`config.mk`:
```
export PLATFORM = sky130hd
export DESIGN_NAME = fetch_ctrl
export DESIGN_NICKNAME = d
export VERILOG_FILES = /design/src/rtl/fetch_ctrl.sv
export SDC_FILE = /design/constraint.sdc
export NUM_CORES = 1
export LEC_CHECK = 0
export CORE_UTILIZATION = 40
export DETAILED_ROUTE_END_ITERATION = 10
export PLACE_DENSITY_LB_ADDON = 0.12
export SLEW_MARGIN = 20
export SYNTH_ARGS = -nofsm -noshare
export SYNTH_HDL_FRONTEND = slang
export SYNTH_SLANG_ARGS = --single-unit
```
`constraint.sdc`:
```
create_clock -name clk -period 5.76 [get_ports clk]
set_clock_uncertainty 0.2 [all_clocks]
set_input_delay 1.152 -clock clk [delete_from_list [all_inputs] [get_ports clk]]
set_output_delay 1.152 -clock clk [all_outputs]
set_load 0.005 [all_outputs]
```
`src/rtl/fetch_ctrl.sv`:
```
// rtl/fetch_ctrl.sv - instruction-fetch sequencer between the fetch PC and the AXI imem read channels
module fetch_ctrl #(
  parameter int unsigned        ADDR_W   = 32,
  parameter logic [ADDR_W-1:0]  RESET_PC = '0
) (
  input  logic              clk,
  input  logic              rst,

  output logic [ADDR_W-1:0] axi_imem_araddr,
  output logic              axi_imem_arvalid,
  input  logic              axi_imem_arready,
  input  logic [31:0]       axi_imem_rdata,
  input  logic [1:0]        axi_imem_rresp,
  input  logic              axi_imem_rvalid,
  output logic              axi_imem_rready,

  output logic [31:0]       instr_o,
  output logic [ADDR_W-1:0] pc_o,
  output logic              instr_valid_o,
  input  logic              instr_ready_i,

  input  logic              redirect_i,
  input  logic [ADDR_W-1:0] redirect_pc_i,
  output logic              fault_o
);

  typedef enum logic [2:0] {
    S_IDLE    = 3'd0,
    S_AR      = 3'd1,
    S_R       = 3'd2,
    S_HOLD    = 3'd3,
    S_DISCARD = 3'd4,
    S_FAULT   = 3'd5
  } state_t;

  state_t            state_q;
  logic [ADDR_W-1:0] pc_q;
  logic [ADDR_W-1:0] araddr_q;
  logic              arvalid_q;
  logic              rready_q;
  logic [31:0]       instr_q;
  logic [ADDR_W-1:0] pc_out_q;
  logic              instr_valid_q;
  logic              fault_q;
  logic              pend_q;

  logic [ADDR_W-1:0] redir_pc_d;
  logic [ADDR_W-1:0] pc_inc_d;
  logic [ADDR_W-1:0] pc_d;
  logic              accept_d;
  logic              resp_ok_d;

  // The two low target bits are dropped on purpose: fetches are word aligned.
  logic unused_redirect_lsbs;
  assign unused_redirect_lsbs = ^redirect_pc_i[1:0];

  assign redir_pc_d = {redirect_pc_i[ADDR_W-1:2], 2'b00};
  assign pc_inc_d   = pc_q + ADDR_W'(4);
  assign accept_d   = (state_q == S_HOLD) && instr_ready_i;
  assign resp_ok_d  = (axi_imem_rresp == 2'b00);

  // Next fetch PC: a redirect always wins over the sequential advance on accept.
  always_comb begin
    pc_d = pc_q;
    if (redirect_i) begin
      pc_d = redir_pc_d;
    end else if (accept_d) begin
      pc_d = pc_inc_d;
    end
  end

  // Fetch FSM with all outputs registered; araddr is captured on AR entry so a
  // redirect during an unfinished handshake cannot disturb the address on the bus.
  always_ff @(posedge clk or negedge rst) begin
    if (!rst) begin
      state_q       <= S_IDLE;
      pc_q          <= RESET_PC;
      araddr_q      <= '0;
      arvalid_q     <= 1'b0;
      rready_q      <= 1'b0;
      instr_q       <= '0;
      pc_out_q      <= '0;
      instr_valid_q <= 1'b0;
      fault_q       <= 1'b0;
      pend_q        <= 1'b0;
    end else begin
      pc_q <= pc_d;
      case (state_q)
        S_IDLE: begin
          state_q   <= S_AR;
          arvalid_q <= 1'b1;
          araddr_q  <= pc_d;
        end

        S_AR: begin
          if (redirect_i) begin
            pend_q <= 1'b1;
          end
          if (axi_imem_arready) begin
            arvalid_q <= 1'b0;
            rready_q  <= 1'b1;
            state_q   <= (pend_q || redirect_i) ? S_DISCARD : S_R;
          end
        end

        S_R: begin
          if (axi_imem_rvalid) begin
            rready_q <= 1'b0;
            if (redirect_i) begin
              // Beat arrives together with the redirect: drop it and refetch.
              state_q   <= S_AR;
              arvalid_q <= 1'b1;
              araddr_q  <= pc_d;
            end else if (resp_ok_d) begin
              instr_q       <= axi_imem_rdata;
              pc_out_q      <= pc_q;
              instr_valid_q <= 1'b1;
              state_q       <= S_HOLD;
            end else begin
              fault_q <= 1'b1;
              state_q <= S_FAULT;
            end
          end else if (redirect_i) begin
            pend_q  <= 1'b1;
            state_q <= S_DISCARD;
          end
        end

        S_HOLD: begin
          if (redirect_i || instr_ready_i) begin
            instr_valid_q <= 1'b0;
            state_q       <= S_AR;
            arvalid_q     <= 1'b1;
            araddr_q      <= pc_d;
          end
        end

        S_DISCARD: begin
          if (axi_imem_rvalid) begin
            rready_q  <= 1'b0;
            pend_q    <= 1'b0;
            state_q   <= S_AR;
            arvalid_q <= 1'b1;
            araddr_q  <= pc_d;
          end
        end

        S_FAULT: begin
          if (redirect_i) begin
            fault_q   <= 1'b0;
            state_q   <= S_AR;
            arvalid_q <= 1'b1;
            araddr_q  <= pc_d;
          end
        end

        default: begin
          state_q <= S_IDLE;
        end
      endcase
    end
  end

  assign axi_imem_araddr  = araddr_q;
  assign axi_imem_arvalid = arvalid_q;
  assign axi_imem_rready  = rready_q;
  assign instr_o          = instr_q;
  assign pc_o             = pc_out_q;
  assign instr_valid_o    = instr_valid_q;
  assign fault_o          = fault_q;

endmodule
```
==> results of run 1 <==
worst max-delay path: stages:
cell	delay (ns)
clkdlybuf4s50_1	0.55
nand4b_2	0.37
nor4_2	1.09
nand3_1	0.19
xnor2_1	0.28
o221ai_1	0.14
cell type report:
type	instances	area, um2
Tap cell	184	230.2
Sequential cell	136	3403
Multi-Input combinational cell	345	2434
Inverter	9	33.78
Fill cell	1196	6152
Clock buffer	25	505.5
Timing Repair Buffer	176	1740
Clock inverter	7	90.09
cell usage in the layout (no fill, tap or decap), types with 2 or more instances in the layout:
master / n
nor3b_1: 2
and3_1: 4
mux2i_1: 2
clkdlybuf4s50_1: 167
clkbuf_16: 17
buf_4: 7
nand4_2: 2
clkbuf_8: 5
nor2_1: 23
clkinvlp_4: 2
nor2b_1: 7
nand2_1: 66
nor4_2: 2
or3_1: 2
nor3_1: 7
clkbuf_1: 3
inv_1: 9
xor2_1: 13
dfrtp_1: 136
nand2b_1: 5
mux2_2: 81
nand3_1: 11
bufinv_16: 2
or2_2: 3
clkinv_2: 3
nor4b_1: 2
nand4_1: 8
o31a_1: 2
xnor2_1: 8
a21oi_1: 23
a31oi_1: 4
nor4_1: 7
o221ai_1: 10
o21ai_0: 31
worst paths after layout:
path / depth (start not counted) / from / slack [ns] / endpoint
setup / recovery: 6 / instr_ready_i / 2.03 / axi_imem_araddr[28]
hold / removal: 2 / axi_imem_araddr[28] / 0.29 / axi_imem_araddr[28]
setup reg to reg: 5 / state_q[0] / 2.65 / axi_imem_araddr[28]
hold reg to reg: 2 / axi_imem_araddr[28] / 0.29 / axi_imem_araddr[28]
max in group asynchronous: 2 / rst / 3.65 / pc_o[18]
min in group asynchronous: 1 / rst / 0.65 / instr_o[29]
metrics by stage:
| step | instances | power, mW | setup WS (ns) |
|---|---|---|---|
| floorplan | 520 | 2.011 | 2.932 |
| global placement | 850 | 2.720 | 1.657 |
| detailed placement | 850 | 2.752 | 1.605 |
| CTS | 882 | 3.861 | 2.035 |
| global route | 882 | 4.036 | 1.796 |
| finish | 882 | 3.823 | 2.030 |
report_power, final:
part / internal (mW) / switching (mW)
clock network: 0.693 / 0.398
logic: 0.793 / 0.478
registers: 1.26 / 0.207
total: 2.74 / 1.08
registers in the layout, summed over array words and instances, names as in the netlist:
signal,flops
axi_imem_araddr,32
axi_imem_rready,1
state_q,3
axi_imem_arvalid,1
instr_o,32
pc_o,32
fault_o,1
pend_q,1
instr_valid_o,1
pc_q,32
kinds of logic after synthesis:
logic type | after synthesis | synth area share, %
compound gates | 82 | 8.294
xor+xnor | 21 | 3.071
fa+ha+maj | 1 | 0.2089
buf+inv | 39 | 2.674
flops | 136 | 56.82
mux | 83 | 15.56
simple gates | 158 | 13.37
metal layers:
metal,track usage [%],vias to the layer above,share of wire (%)
li1,-,2169,-
met1,27.03,2250,47
met2,30.61,171,45
met3,5.756,20,6.5
met4,7.158,0,1.5
met5,0,-,0
==> impl_metrics.yaml, run 1 <==
setup_path:
  crit_fanout: 13
  crit_path_end_kind: "flop"
  path_class: "input port to flop"
  arrival_ns: 3.78
  cp.required_ns: 5.81
  startpoint_type: "input port"
power:
  irDropWorstVdd_mv: 0.2257
  power_density_nw_per_um2: 453.1
  p_leak_nw: 3.669
drt:
  num_vias: 4610
  firstDrtPassIters: 5
  route.detailed.drc: 0
  detail_route.wl_per_cell_um: 16.77
  via_per_inst: 5.227
  drt-initial-drc-count: 262
  routed_wl_mm: 14.79
  ant_nets: 0
synth:
  yosysMostFrequentCell: "dfrtp_1"
  synthFlopType: "dfrtp_1"
  yosysWarnings: 0
  synthTopCellsByCount: "dfrtp_1 (136), mux2_2 (81), nand2_1 (66)"
  yosysUniqueCellTypes: 48
  synth_cells: 520
  ys_ff_latch: 136
  synth_nets: 593
  synth.cell_area_um2: 5989
  synth_edf_count: 0
  async_reset_ff_share_pct: 100.0
  ys_seq_area_share_pct: 56.82
  avgSynthCellArea_um2: 11.52
  synth_area_leader_cell: "dfrtp_1"
  synth.area.top_cells: "dfrtp_1 (57%), mux2_2 (15%), nand2_1 (4.1%)"
  yosysTopAreaCellShare_pct: 56.82
layout:
  nets: 758
  fin_util_pct: 57.83
  diodes: 0
  area_growth_pct: 40.86
  layout-drive-gt1-share_pct: 18.48
  final_area_um2: 8437
floorplanning:
  die_area_um2: 15470
  die_w_um: 124.4
  io_pins: 172
  core_area_um2: 14590
  row_count: 44
  fp.dieH_um: 124.4
  start_util_pct: 41.05
global_routing:
  overflow: 0
  grt_pass1_wl_mm: 24.58
  track_usage_pct: 20.01
  grt_pass1_vias: 4701
  grt_max_degree: 102
  antenna_found_initial: 0
clock_tree:
  cts_buffers: 17
  clk_latency_ns: 0.42
  clockBufferDepth: 2
  cts_hold_buf: 0
  cts_sinks: 136
  clk_pin_slew_worst_paths_ns: 0.05
  ctsHtreeMaxLevel: 4
  cts_tree: "done"
  cts_setup_buffers: 0
  ctsResizeCount: 0
  cts-root-buf: "clkbuf_16"
sta:
  hold_violations: 0
  setup-tns-final_ns: 0
  finalMaxSlewViolations: 0
  worstMarginPinSlew_ns: 1.170
  slew_headroom_pct: 21.33
  layout_min_cycle_time_ns: 3.730
  fmax_mhz: 268.1
  setup_viol: 0
  finalCritPeriodShare_pct: 64.75
  rsz0062_at_grt: "no"
  holdWs_ns: 0.2929
placement:
  globalplace.congestion: 0.8019
  place_area_um2: 7841
  dp_hpwl_mm: 9.789
  port_buffers: 169
flow_run:
  cap_violations: 0
status:
  status: "finished clean"
min_path:
  hp-class: "flop to flop"
No activity file was read; power rests on OpenSTA's default activity.
==> run 2: changes to the inputs <==
Clock period 5.76 ns to 3.5 ns, I/O delays scaled along.
==> impl_metrics.yaml, run 2 (synthesized netlist as in run 1, its figures left out) <==
status:
  status: "finished clean"
setup_path:
  cp.required_ns: 3.60
  path_cells: "clkdlybuf4s50_1 -> nand4b_2 -> buf_4 -> nor4_1 -> xor2_1 -> mux2_2 -> mux2_2"
  crit_fanout: 7
  cpPeakStageDelay_ns: 0.55
  r2r_end: "axi_imem_araddr[10]"
  crit_path_end_kind: "flop"
  crit_end: "axi_imem_araddr[10]"
  path_buf_inv: 2
  crit_slowest_cell: "clkdlybuf4s50_1"
  startpoint_type: "input port"
  reg2regPathDepth: 6
  worst-path-stages: 7
  crit_top_cell: "mux2_2"
  reg2reg_slack_ns: 0.94
  crit_start: "instr_ready_i"
  critical-path-top-delay-family: "buffers and inverters"
  path_class: "input port to flop"
  arrival_ns: 2.82
  rr_startpoint: "state_q[0]"
clock_tree:
  clockBufferDepth: 2
  ctsHtreeMaxLevel: 4
  cts_setup_buffers: 0
  cts_tree: "done"
  cts-root-buf: "clkbuf_16"
  clk_pin_slew_worst_paths_ns: 0.05
  cts_hold_buf: 0
  cts_sinks: 136
  ctsResizeCount: 0
  cts_buffers: 17
  clk_latency_ns: 0.42
floorplanning:
  die_w_um: 124.4
  io_pins: 172
  die_area_um2: 15470
  start_util_pct: 41.05
  fp.dieH_um: 124.4
  row_count: 44
  core_area_um2: 14590
flow_run:
  cap_violations: 0
global_routing:
  grt_max_degree: 72
  track_usage_pct: 19.77
  antenna_found_initial: 0
  grt_pass1_wl_mm: 24.14
  overflow: 0
  grt_pass1_vias: 4641
drt:
  num_vias: 4606
  drt-initial-drc-count: 235
  via_per_inst: 5.199
  route.detailed.drc: 0
  firstDrtPassIters: 4
  ant_nets: 0
  detail_route.wl_per_cell_um: 16.30
  routed_wl_mm: 14.44
layout:
  diodes: 0
  fin_util_pct: 57.74
  final_area_um2: 8423
  layout_common_cells: "clkdlybuf4s50_1 (167), dfrtp_1 (136), mux2_2 (81)"
  layout-drive-gt1-share_pct: 19.09
  nFillCells: 1232
  area_growth_pct: 40.63
  layoutNonFillerInstCount: 886
  layout_commonest_cell: "clkdlybuf4s50_1"
  nets: 766
placement:
  port_buffers: 169
  globalplace.congestion: 0.7823
  place_area_um2: 7901
  dp_hpwl_mm: 9.977
  placedCellCount: 858
power:
  power_density_nw_per_um2: 721.6
  p_leak_nw: 3.682
  irDropWorstVdd_mv: 0.3369
min_path:
  hp-class: "input port to async pin"
sta:
  finalMaxSlewViolations: 0
  worstMarginPinSlew_ns: 0.7567
  layout_min_cycle_time_ns: 2.717
  finalCritPeriodShare_pct: 77.63
  rsz0062_at_grt: "no"
  fmax_mhz: 368.1
  slew_headroom_pct: 49.55
  holdWs_ns: 0.08127
  setup_viol: 0
  hold_violations: 0
  setup-tns-final_ns: 0
[run 2: cell types whose count changed in the layout (fill, tap and decap cells not counted)]
cell,delta
clkbuf_1,-1
buf_4,+8
bufinv_16,-2
clkinv_2,+1
clkinvlp_4,-2
[run 2: cell type report]
| cell class | instances | area, um2 | share of cell area (%) |
|---|---|---|---|
| clock buffer | 24 | 501.7 | 5.957 |
| inverter | 9 | 33.78 | 0.4011 |
| tap | 184 | 230.2 | 2.733 |
| sequential | 136 | 3403 | 40.40 |
| multi-input combinational | 345 | 2434 | 28.89 |
| clock inverter | 4 | 20.02 | 0.2377 |
| timing repair buffer | 184 | 1800 | 21.38 |
[run 2: worst min-delay path by stage]
stage                   startpoint                   to
2_1_floorplan                  rst   axi_imem_araddr[0]
3_3_place_gp              pc_o[19]             pc_o[19]
3_5_place_dp   axi_imem_araddr[14]  axi_imem_araddr[14]
4_1_cts                        rst          instr_o[29]
5_1_grt                        rst          instr_o[29]
6_report                       rst          instr_o[29]
[run 2: where the power goes]
part | internal (mW) | total [mW] | switching (mW)
clock | 0.977 | 1.59 | 0.609
combinational | 1.32 | 2.09 | 0.767
sequential | 2.07 | 2.40 | 0.338
[run 2: routing by layer]
| layer | vias up | wire length, um | track usage [%] |
|---|---|---|---|
| li1 | 2192 | - | - |
| met1 | 2241 | 6938 | 27.48 |
| met2 | 157 | 6470 | 29.93 |
| met3 | 16 | 853 | 4.940 |
| met4 | 0 | 180 | 7.016 |
| met5 | - | 0 | 0 |
[run 2: metrics by stage]
stage	total power [mW]	setup WS [ns]
finish	6.078	0.7830
global route	6.458	0.6506
CTS	6.165	0.7983
detailed placement	4.536	0.3609
global placement	4.490	0.3695
floorplan	3.310	1.124
[run 2: worst reg2reg max path, delay by kind of cell, from the launching register on]
kind / cells / cell delay (ns)
simple gates: 2 / 0.69
buf+inv: 1 / 0.27
flops: 1 / 0.62
mux: 2 / 0.55
xor+xnor: 1 / 0.12
==> run 3: changes to the inputs <==
Clock period 3.5 ns to 2.2 ns, I/O delays scaled along.
==> impl_metrics.yaml, run 3 (synthesized netlist as in run 1, its figures left out) <==
status:
  status: "finished clean"
clock_tree:
  clk_latency_ns: 0.42
  cts_tree: "done"
  cts-root-buf: "clkbuf_16"
  ctsHtreeMaxLevel: 4
  cts_sinks: 136
  clk_pin_slew_worst_paths_ns: 0.06
  clockBufferDepth: 2
  cts_buffers: 17
placement:
  place_area_um2: 8189
  globalplace.congestion: 0.7771
  pre_cts_slack_ns: -0.5363
  port_buffers: 169
  dp_hpwl_mm: 10.51
setup_path:
  cp.required_ns: 2.30
  path_class: "flop to flop"
  rr_startpoint: "state_q[2]"
  reg2regPathDepth: 6
  crit_fanout: 4
  path_buf_inv: 1
  cpPeakStageDelay_ns: 0.39
  path_cells: "nand4b_4 -> buf_4 -> nor4_4 -> nor3b_1 -> or3_1 -> mux2_2"
  critical-path-top-delay-family: "simple AND/OR/NAND/NOR gates"
  crit_path_end_kind: "flop"
  arrival_ns: 2.23
  r2r_end: "axi_imem_araddr[15]"
  startpoint_type: "flop"
  worst-path-stages: 6
  crit_slowest_cell: "or3_1"
  reg2reg_slack_ns: 0.08
sta:
  setup-tns-final_ns: 0
  layout_min_cycle_time_ns: 2.122
  setup_ws_ns: 0.07808
  finalCritPeriodShare_pct: 96.45
  slew_headroom_pct: 64.40
  hold_violations: 0
  rsz0062_at_grt: "yes"
  worstMarginPinSlew_ns: 0.5340
  setup_viol: 0
  fmax_mhz: 471.3
  holdWs_ns: 0.2537
  finalMaxSlewViolations: 0
drt:
  firstDrtPassIters: 4
  route.detailed.drc: 0
  routed_wl_mm: 15.14
  detail_route.wl_per_cell_um: 16.50
  drt-initial-drc-count: 243
  num_vias: 4771
  ant_nets: 0
  via_per_inst: 5.197
floorplanning:
  start_util_pct: 41.05
  die_area_um2: 15470
  die_w_um: 124.4
  fp.dieH_um: 124.4
  core_area_um2: 14590
  row_count: 44
  io_pins: 172
global_routing:
  grt_pass1_wl_mm: 24.98
  overflow: 0
  grt_max_degree: 55
  antenna_found_initial: 0
  track_usage_pct: 20.36
  grt_pass1_vias: 4837
layout:
  layout_common_cells: "clkdlybuf4s50_1 (166), dfrtp_1 (136), mux2_2 (81)"
  nets: 799
  fin_util_pct: 60.56
  final_area_um2: 8835
  layout-drive-gt1-share_pct: 23.84
  diodes: 0
  area_growth_pct: 47.50
  layout_commonest_cell: "clkdlybuf4s50_1"
min_path:
  hold_depth: 3
  hp-class: "input port to flop"
  hold_end: "pc_q[4]"
  hold_path.startpoint: "redirect_i"
power:
  power_density_nw_per_um2: 1139
  irDropWorstVdd_mv: 0.7041
  p_leak_nw: 3.926
flow_run:
  cap_violations: 0
run 3: what timing repair did:
| item | 4_1_cts | 5_1_grt |
|---|---|---|
| hold buffers | 1 | 0 |
| pin swaps | 0 | 2 |
| endpoints found under the hold margin | 51 | 0 |
| endpoints found under the setup margin | 8 | 26 |
| cloned | 1 | 0 |
| setup buffers | 0 | 1 |
| gates resized for setup | 5 | 14 |
run 3: worst max path at each step:
stage / from / end / slack [ns]
after floorplan: state_q[2] / axi_imem_araddr[15] / 0.06
after global placement: instr_ready_i / axi_imem_araddr[11] / -0.50
after detailed placement: instr_ready_i / axi_imem_araddr[22] / -0.54
after CTS: instr_ready_i / axi_imem_araddr[22] / -0.05
after global routing: state_q[2] / axi_imem_araddr[23] / -0.03
final: state_q[2] / axi_imem_araddr[15] / 0.08
run 3: per-stage QoR:
| stage | std cells | total power, mW |
|---|---|---|
| global route | 918 | 10.64 |
| global placement | 888 | 7.346 |
| finish | 918 | 10.07 |
| CTS | 917 | 10.09 |
| detailed placement | 888 | 7.424 |
| floorplan | 520 | 5.266 |
run 3: cell type report:
| cell class | instances | area [um2] |
|---|---|---|
| Clock buffer | 22 | 474.2 |
| Clock inverter | 5 | 50.05 |
| Fill cell | 1179 | 5754 |
| Inverter | 9 | 33.78 |
| Multi-Input combinational cell | 345 | 2519 |
| Sequential cell | 136 | 3403 |
| Tap cell | 184 | 230.2 |
| Timing Repair Buffer | 217 | 2125 |
run 3: routing by layer:
| layer | track usage, % | vias up | share of wire, % | wire [um] |
|---|---|---|---|---|
| met5 | 0 | - | 0 | 0 |
| met2 | 31.30 | 143 | 46 | 6989 |
| met1 | 27.84 | 2357 | 48 | 7260 |
| met3 | 5.369 | 15 | 4.8 | 721 |
| met4 | 6.945 | 0 | 1.1 | 172 |
| li1 | - | 2256 | - | - |
run 3: tightest hold or removal path, cell delays in order:
cell and delay (ns):
buf_2 0.17, nand2_1 0.07, o21ai_0 0.11
run 3: report_power, final:
| part | switching (mW) | total (mW) | internal, mW |
|---|---|---|---|
| clock | 0.990 | 2.59 | 1.60 |
| sequential | 0.469 | 3.76 | 3.29 |
| combinational | 1.40 | 3.72 | 2.31 |
